$ cat src/rtl/tt_accum_pkg.sv
// rtl/tt_accum_pkg.sv - shared opcode encoding for the accumulate unit
package tt_accum_pkg;

  localparam int OP_W = 2;

  typedef enum logic [OP_W-1:0] {
    OP_ADD = 2'd0,
    OP_SUB = 2'd1,
    OP_ACC = 2'd2,
    OP_CLR = 2'd3
  } op_e;

endpackage

$ cat src/rtl/tt_sat_addsub.sv
// rtl/tt_sat_addsub.sv - combinational unsigned add/subtract with optional saturation
//   x, y    : operands (W bits, unsigned)
//   sub     : 1 = x - y, 0 = x + y
//   sat_en  : clamp to all-ones on carry / zero on borrow instead of wrapping
//   value   : W-bit result
//   cb      : carry out (add) or borrow (sub)
module tt_sat_addsub #(
  parameter int W = 8
) (
  input  logic [W-1:0] x,
  input  logic [W-1:0] y,
  input  logic         sub,
  input  logic         sat_en,
  output logic [W-1:0] value,
  output logic         cb
);

  logic [W:0] ext;

  // One extra bit holds the carry; for subtraction it goes high exactly when x < y.
  always_comb begin
    ext = sub ? ({1'b0, x} - {1'b0, y}) : ({1'b0, x} + {1'b0, y});
    cb  = ext[W];
    if (sat_en && cb) begin
      value = sub ? '0 : '1;
    end else begin
      value = ext[W-1:0];
    end
  end

endmodule

$ cat src/rtl/tt_accum_unit.sv
// rtl/tt_accum_unit.sv - two-stage add/sub/accumulate/clear unit with valid/ready handshake
//   clk, rst_n            : clock, asynchronous active-low reset
//   ena                   : global enable, low freezes all state
//   in_valid/in_ready     : operation handshake for op, sat_en, a, b
//   out_valid/out_ready   : result handshake for result, ovf
//   acc                   : registered accumulator value
module tt_accum_unit
  import tt_accum_pkg::*;
#(
  parameter int WIDTH     = 8,
  parameter int ACC_WIDTH = 16
) (
  input  logic                 clk,
  input  logic                 rst_n,
  input  logic                 ena,
  input  logic                 in_valid,
  output logic                 in_ready,
  input  logic [OP_W-1:0]      op,
  input  logic                 sat_en,
  input  logic [WIDTH-1:0]     a,
  input  logic [WIDTH-1:0]     b,
  output logic                 out_valid,
  input  logic                 out_ready,
  output logic [WIDTH-1:0]     result,
  output logic                 ovf,
  output logic [ACC_WIDTH-1:0] acc
);

  // Stage 1: captured operation
  logic             s1_valid_q;
  op_e              s1_op_q;
  logic             s1_sat_q;
  logic [WIDTH-1:0] s1_a_q;
  logic [WIDTH-1:0] s1_b_q;

  // Stage 2: output register and accumulator
  logic                 out_valid_q;
  logic [WIDTH-1:0]     result_q, result_d;
  logic                 ovf_q, ovf_d;
  logic [ACC_WIDTH-1:0] acc_q, acc_d;

  logic advance;
  logic accept;

  assign advance  = ena && s1_valid_q && (!out_valid_q || out_ready);
  assign in_ready = ena && (!s1_valid_q || advance);
  assign accept   = in_valid && in_ready;

  // Byte-wide ADD/SUB path
  logic [WIDTH-1:0] w_val;
  logic             w_cb;

  tt_sat_addsub #(.W(WIDTH)) u_addsub_w (
    .x      (s1_a_q),
    .y      (s1_b_q),
    .sub    (s1_op_q == OP_SUB),
    .sat_en (s1_sat_q),
    .value  (w_val),
    .cb     (w_cb)
  );

  // Accumulate path: a+b never exceeds WIDTH+1 bits, so adding it to acc as one
  // zero-extended operand gives exactly acc+a+b with a single carry out.
  logic [WIDTH:0]       ab_sum;
  logic [ACC_WIDTH-1:0] acc_val;
  logic                 acc_cb;

  assign ab_sum = {1'b0, s1_a_q} + {1'b0, s1_b_q};

  tt_sat_addsub #(.W(ACC_WIDTH)) u_addsub_acc (
    .x      (acc_q),
    .y      (ACC_WIDTH'(ab_sum)),
    .sub    (1'b0),
    .sat_en (s1_sat_q),
    .value  (acc_val),
    .cb     (acc_cb)
  );

  always_comb begin
    result_d = w_val;
    ovf_d    = w_cb;
    acc_d    = acc_q;
    case (s1_op_q)
      OP_ADD, OP_SUB: begin
        result_d = w_val;
        ovf_d    = w_cb;
      end
      OP_ACC: begin
        acc_d = acc_val;
        ovf_d = acc_cb;
        // Saturating result clamps when the new accumulator no longer fits the result width.
        if (s1_sat_q && (|acc_val[ACC_WIDTH-1:WIDTH])) begin
          result_d = '1;
        end else begin
          result_d = acc_val[WIDTH-1:0];
        end
      end
      OP_CLR: begin
        acc_d    = '0;
        result_d = '0;
        ovf_d    = 1'b0;
      end
      default: begin
        result_d = w_val;
        ovf_d    = w_cb;
      end
    endcase
  end

  always_ff @(posedge clk or negedge rst_n) begin
    if (!rst_n) begin
      s1_valid_q <= 1'b0;
      s1_op_q    <= OP_ADD;
      s1_sat_q   <= 1'b0;
      s1_a_q     <= '0;
      s1_b_q     <= '0;
    end else if (ena) begin
      if (accept) begin
        s1_valid_q <= 1'b1;
        s1_op_q    <= op_e'(op);
        s1_sat_q   <= sat_en;
        s1_a_q     <= a;
        s1_b_q     <= b;
      end else if (advance) begin
        s1_valid_q <= 1'b0;
      end
    end
  end

  always_ff @(posedge clk or negedge rst_n) begin
    if (!rst_n) begin
      out_valid_q <= 1'b0;
      result_q    <= '0;
      ovf_q       <= 1'b0;
      acc_q       <= '0;
    end else if (advance) begin
      out_valid_q <= 1'b1;
      result_q    <= result_d;
      ovf_q       <= ovf_d;
      acc_q       <= acc_d;
    end else if (ena && out_ready) begin
      out_valid_q <= 1'b0;
    end
  end

  assign out_valid = out_valid_q;
  assign result    = result_q;
  assign ovf       = ovf_q;
  assign acc       = acc_q;

endmodule

$ cat config.mk
export PLATFORM = sky130hd
export DESIGN_NAME = tt_accum_unit
export DESIGN_NICKNAME = d
export VERILOG_FILES = /design/src/rtl/tt_accum_pkg.sv /design/src/rtl/tt_sat_addsub.sv /design/src/rtl/tt_accum_unit.sv
export SDC_FILE = /design/constraint.sdc
export NUM_CORES = 1
export LEC_CHECK = 0
export ABC_CLOCK_PERIOD_IN_PS = 5100
export BUFFER_PORTS_ARGS = -buffer_cell sky130_fd_sc_hd__buf_2
export CORE_ASPECT_RATIO = 1.5
export CORE_MARGIN = 2
export CORE_UTILIZATION = 38
export CTS_CLUSTER_DIAMETER = 200
export CTS_CLUSTER_SIZE = 24
export DETAILED_ROUTE_END_ITERATION = 10
export GPL_TIMING_DRIVEN = 0
export SLEW_MARGIN = 20
export SYNTH_ARGS = -nofsm -noshare
export SYNTH_HDL_FRONTEND = slang
export SYNTH_SLANG_ARGS = --single-unit
$ cat constraint.sdc
create_clock -name clk -period 5.1 [get_ports clk]
set_input_delay 1.02 -clock clk [delete_from_list [all_inputs] [get_ports clk]]
set_output_delay 1.02 -clock clk [all_outputs]
set_load 0.1 [all_outputs]
# Word-level counts from Yosys, hierarchy flattened
# Index checks and enable logic that the tools add are counted.
word_totals:
  elab_cells: 48
  register_bits: 46
  output_inout_bits: 27
op_classes:
  n_mux: 12
  n_reduce_logical: 21
  add_sub_neg: 3
  eq_ne: 3
ops:
  columns: ["operator", "n"]
  rows:
  - ["one-hot mux 16 bit (2 select lines)", 1]
  - ["2-to-1 mux 8 bit", 3]
  - ["one-hot mux 8 bit (3 select lines)", 1]
  - ["adder 16 x 9 -> 17 bit", 1]
  - ["2-to-1 mux 16 bit", 1]
  - ["adder 8 x 8 -> 9 bit", 1]
  - ["2-to-1 mux 9 bit", 1]
  - ["subtractor 8 x 8 -> 9 bit", 1]
  - ["logical AND 1 bit", 8]
  - ["OR reduction 8 bit", 1]
  - ["AND reduction 2 bit", 3]
  - ["nonzero test 2 bit", 3]
  - ["equality test 2 bit (second input constant)", 2]
  - ["2-to-1 mux 1 bit", 4]
  - ["one-hot mux 1 bit (3 select lines)", 1]
  - ["equality test 2 x 1 -> 1 bit (second input constant)", 1]
  - ["zero test 1 bit", 2]
  - ["zero test 2 bit", 1]
  - ["logical OR 1 bit", 2]
  - ["OR reduction 2 bit", 1]

# Logic depth before layout (Yosys ltp)
logic_depth:
  depth_word: 8
  mapped_depth: 17

# Modules after synthesis
# A second synthesis with hierarchy kept.
hier_totals:
  hier_cells: 486
  hier_area_um2: 4255.3
by_module_without_submodules:
  columns: ["module", "n_inst", "area_per_inst_um2", "cells_per_inst"]
  rows:
  - ["tt_accum_unit", 1, 2293.4, 213]
  - ["tt_sat_addsub at u_addsub_acc", 1, 1341.3, 193]
  - ["tt_sat_addsub at u_addsub_w", 1, 620.6, 80]

# Worst setup path before layout
# No wires, ideal clock.
synth_path:
  path_type: "flip-flop to flip-flop"
  startpoint: "register s1_a_q[2]"
  endpoint: "register result_q[5] (netlist: result[5])"
  t_required_ps: 4974
  n_path_buf: 1
  arrival_time_ps: 3462
  stages_incl_launch_ff: 17
  setup_slack_ps: 1512
  setup_time_ps: 126
  period_less_slack_ps: 3588
  cell_sequence: "dfrtp_1 ha_1 buf_2 inv_1 a221o_1 a211oi_1 nor2_1 xnor2_1 ha_1 a211oi_1 nor2_1 a21o_2 nor4_2 a211oi_2 o31ai_4 a31oi_1 a221o_1"
synth_via:
  elab_chain_cells: 8
  elab_cells_between_ends: 12
synth_rtl:
  columns: ["element", "line", "rtl"]
  rows:
  - ["start, declared", "tt_accum_unit.sv:33", "logic [WIDTH-1:0] s1_a_q;"]
  - ["start signal, assigned", "tt_accum_unit.sv:115", "s1_a_q <= '0;"]
  - ["start signal, assigned", "tt_accum_unit.sv:122", "s1_a_q <= a;"]
  - ["adder 8 x 8 -> 9 bit", "tt_sat_addsub.sv:22, tt_accum_unit.sv:68", null]
  - ["adder 16 x 9 -> 17 bit", "tt_sat_addsub.sv:22", "ext = sub ? ({1'b0, x} - {1'b0, y}) : ({1'b0, x} + {1'b0, y});"]
  - ["logical AND 1 bit", "tt_sat_addsub.sv:24", "if (sat_en && cb) begin"]
  - ["2-to-1 mux 16 bit", "tt_sat_addsub.sv:24", null]
  - ["OR reduction 8 bit", "tt_accum_unit.sv:92", "if (s1_sat_q && (|acc_val[ACC_WIDTH-1:WIDTH])) begin"]
  - ["logical AND 1 bit", "tt_accum_unit.sv:92", null]
  - ["2-to-1 mux 8 bit", "tt_accum_unit.sv:92", null]
  - ["one-hot mux 8 bit (3 select lines) *", "tt_accum_unit.sv:83", "case (s1_op_q)"]
  - ["end signal, assigned", "tt_accum_unit.sv:138", "result_q <= result_d;"]
  - ["end, declared", "tt_accum_unit.sv:38", "logic [WIDTH-1:0] result_q, result_d;"]
# Mark *: on every way between the ends. The rest lies on a longest branch, timed or not.
# A chain may end at the register's enable or synchronous reset.

# Worst setup path after layout
layout_path:
  startpoint: "register s1_a_q[2]"
  endpoint: "register result_q[3] (netlist: result[3])"
# Same word-level chain as after synthesis.

==> impl_metrics.toml <==
[run_status]
outcome = "finished, final reports clean"

[synthesis]
synthXorXnorAreaFrac_pct = 4.40
synth_ff_type = "dfrtp_1"
synth_top_area_share_pct = 34.0
syn_inst = 368
syn-cell-area_sq_um = 3380
yosys_warnings = 0
synth_nets = 421
synth.area.mux_share_pct = 6.62
yosys.area_share.adder_pct = 11.4
synth_seq_area_share_pct = 34.0
netlist_top_cells_area = "dfrtp_1 34%, ha_1 9.6%, mux2_2 6.3%, a21oi_1 5.0%, xnor2_1 3.9%"
synth-compound-area-share_pct = 22.5
avgSynthCellArea_sq_um = 9.19
synth_edf_count = 0
synth.distinct_cells = 61
synth_top_family_by_area = "compound AO/OA/AOI/OAI gates"
synth_simple_gate_area_share_pct = 16.9
synth_top_area_cell = "dfrtp_1"
synth_seq_cells = 46
async_reset_ff_share_pct = 100

[finish]
drive_gt1_share_pct = 22.8
syn_to_final_growth_pct = 17.4
final_area_sq_um = 3970
fin_nets = 478
antenna_cells = 0
fin_cells = 536
fillerInstances = 923

[sta]
slew_headroom_pct = 59.6
worst_slack_ns = 0.897
max_clock_freq_mhz = 238
tightest_slew_ns = 0.607
hold_violations = 0
finalCritPeriodShare_pct = 82.4
post-route-min-period_ns = 4.20
slew_viol_final = 0
rsz0062_at_grt = "false"
fin_skew_ns = 0.00597
setup_viol = 0
finalSetupTns_ns = 0

[pwr]
power_density_nw_per_um2 = 691
ir_drop_mv = 0.324
leakage_nw = 1.86

[worst_setup_path]
critPathRequiredTime_ns = 5.32
critPathKind = "reg -> reg"
rr_startpoint = "s1_a_q[2]"
cpMostUsedCell = "nor2_1"
cp.arrival_ns = 4.42
crit_path_end_kind = "register"
path_cells = "ha_1, buf_2, inv_1, a221o_1, a211oi_1, nor2_1, xnor2_1, ha_1, a211oi_1, nor2_1, a21oi_1, nor2_1, a211oi_2, o31ai_4, or2_2, o21ai_0"
reg2reg_depth = 16
slowest_delay_ns = 0.41
critical_path_buf_inv_count = 2
cp_top_family = "compound AO/OA/AOI/OAI gates"
cp_max_fo = 8
start_kind = "register"
r2r_slack_ns = 0.90
crit_slowest_cell = "a221o_1"
r2r_end = "result[3]"

[cts]
ctsHtreeMaxLevel = 2
numCtsBuffers = 5
hold_buffers = 0
cts_tree = "done"
clockRootBuffer = "clkbuf_16"
post_cts.repair.setup_buffers = 0
cts_resized = 0
clk_pin_slew_ns = 0.07
cts_buffer_depth = 2
clock_latency_ns = 0.30
clkSinkCount = 46

[drt]
drt-initial-drc-count = 133
vias_per_cell = 5.50
wl_per_cell_um = 16.0
ant_nets = 0
drcViolationCount = 0
drtPass1Iterations = 4
vias = 2950
routed_wl_mm = 8.56

[global_routing]
grt_pass1_vias = 2942
overflow = 0
grt_max_degree = 47
antenna_found_initial = 0
grt_pass1_wl_mm = 14.3
grt_util_all_layers_pct = 19.2

[min_path]
min_from = "ovf"
worstHoldPathCells = 2
hold_path_class = "reg -> reg"
hold_end = "ovf"

[placed_design]
port-buffer-count = 50
dp_cells = 528
place_hpwl_mm = 6.74
place.gp.congestion = 0.884
place_area_sq_um = 3770
post-place-ws_ns = 0.950

[die]
die-area_sq_um = 9690
dieHeight_um = 120
ios = 51
die_w_um = 81.0
start_util_pct = 38.8
rows = 42
core_area_sq_um = 8720

[run]
maxCapViolCount = 0
## metal layers
layer | up-vias | wire length (um) | track usage, %
met5 | - | 0 | 0
met4 | 0 | 177 | 6.25
met3 | 15 | 263 | 2.56
met2 | 60 | 4780 | 36.5
met1 | 1417 | 3330 | 21.1
li1 | 1458 | - | -
## worst max path at each step
stage                     cells past startpoint       from   endpoint
after CTS                                    16  s1_a_q[2]  result[3]
after global placement                       16  s1_a_q[2]  result[3]
after floorplan                              16  s1_a_q[2]  result[5]
after detailed placement                     16  s1_a_q[2]  result[3]
after global routing                         17  s1_b_q[2]  result[3]
final                                        16  s1_a_q[2]  result[3]
## cell usage in the layout, fill, tap and decap left out, types with 3 or more instances in the layout
master	n
buf_2	54
dfrtp_1	46
a21oi_1	34
nor2_1	30
ha_1	26
nand2_1	21
inv_1	19
mux2_2	19
xnor2_1	15
nor3_1	14
o21ai_0	14
nand3_1	11
clkbuf_1	8
nor2b_1	7
o21a_1	6
a21o_1	6
a31oi_1	6
a221o_1	5
clkbuf_16	5
nand2b_1	4
o22a_1	4
a22o_1	4
a211oi_1	3
or3_1	3
o21ai_1	3
and2_1	3
o21ai_2	3
nand4_1	3
fa_1	3
## flip-flops by register name (all words and copies together) (netlist names)
register and count:
s1_a_q 8, s1_op_q 2, out_valid 1, result 8, s1_b_q 8, s1_valid_q 1
ovf 1, s1_sat_q 1, acc 16
## cells in the mapped netlist (7+ instances only)
master,number
a21oi_1,34
dfrtp_1,46
nand3_1,11
nand2_1,21
o21ai_0,14
inv_1,19
xnor2_1,15
mux2_2,19
nor2_1,30
ha_1,26
nor3_1,14
clkbuf_1,8
nor2b_1,7
## final cells by class
class	instances	area (sq um)	share of cell area, %
buffer	15	70.1	1.76
multi-input combinational	288	2090	52.6
inverter	19	71.3	1.80
timing repair buffer	50	253	6.36
clock buffer	6	139	3.50
clock inverter	2	60.1	1.51
sequential	46	1150	29.0
tap	110	138	3.46
## worst reg2reg max path, stage by stage, from the launching register on
cell and delay, ns:
dfrtp_1 0.40, ha_1 0.28, buf_2 0.17, inv_1 0.05, a221o_1 0.41, a211oi_1 0.36, nor2_1 0.11, xnor2_1 0.27
ha_1 0.31, a211oi_1 0.24, nor2_1 0.12, a21oi_1 0.34, nor2_1 0.11, a211oi_2 0.32, o31ai_4 0.15, or2_2 0.37
o21ai_0 0.10
## metrics by stage
step           hold slack (ns)  utilization, %  power [mW]
6_report                 0.500            45.5        2.75
5_1_grt                  0.541            45.5        2.94
4_1_cts                  0.505            45.5        2.76
3_5_place_dp             0.489            43.2        2.31
3_3_place_gp             0.493            43.2        2.29
2_1_floorplan            0.506               -        1.98
## report_power, final
part / total (mW) / internal, mW / switching, mW
combinational: 1.75 / 0.543 / 1.21
sequential: 0.552 / 0.464 / 0.0886
clock: 0.441 / 0.294 / 0.147
## cell families after synthesis
family                   count (synthesis)
buffers and inverters                   34
adder cells (fa/ha/maj)                 29
XOR/XNOR                                17
multiplexers                            20
AO/OA/AOI/OAI                          110
AND/OR/NAND/NOR                        112
flip-flops                              46
No activity file was read; power rests on OpenSTA's default activity.
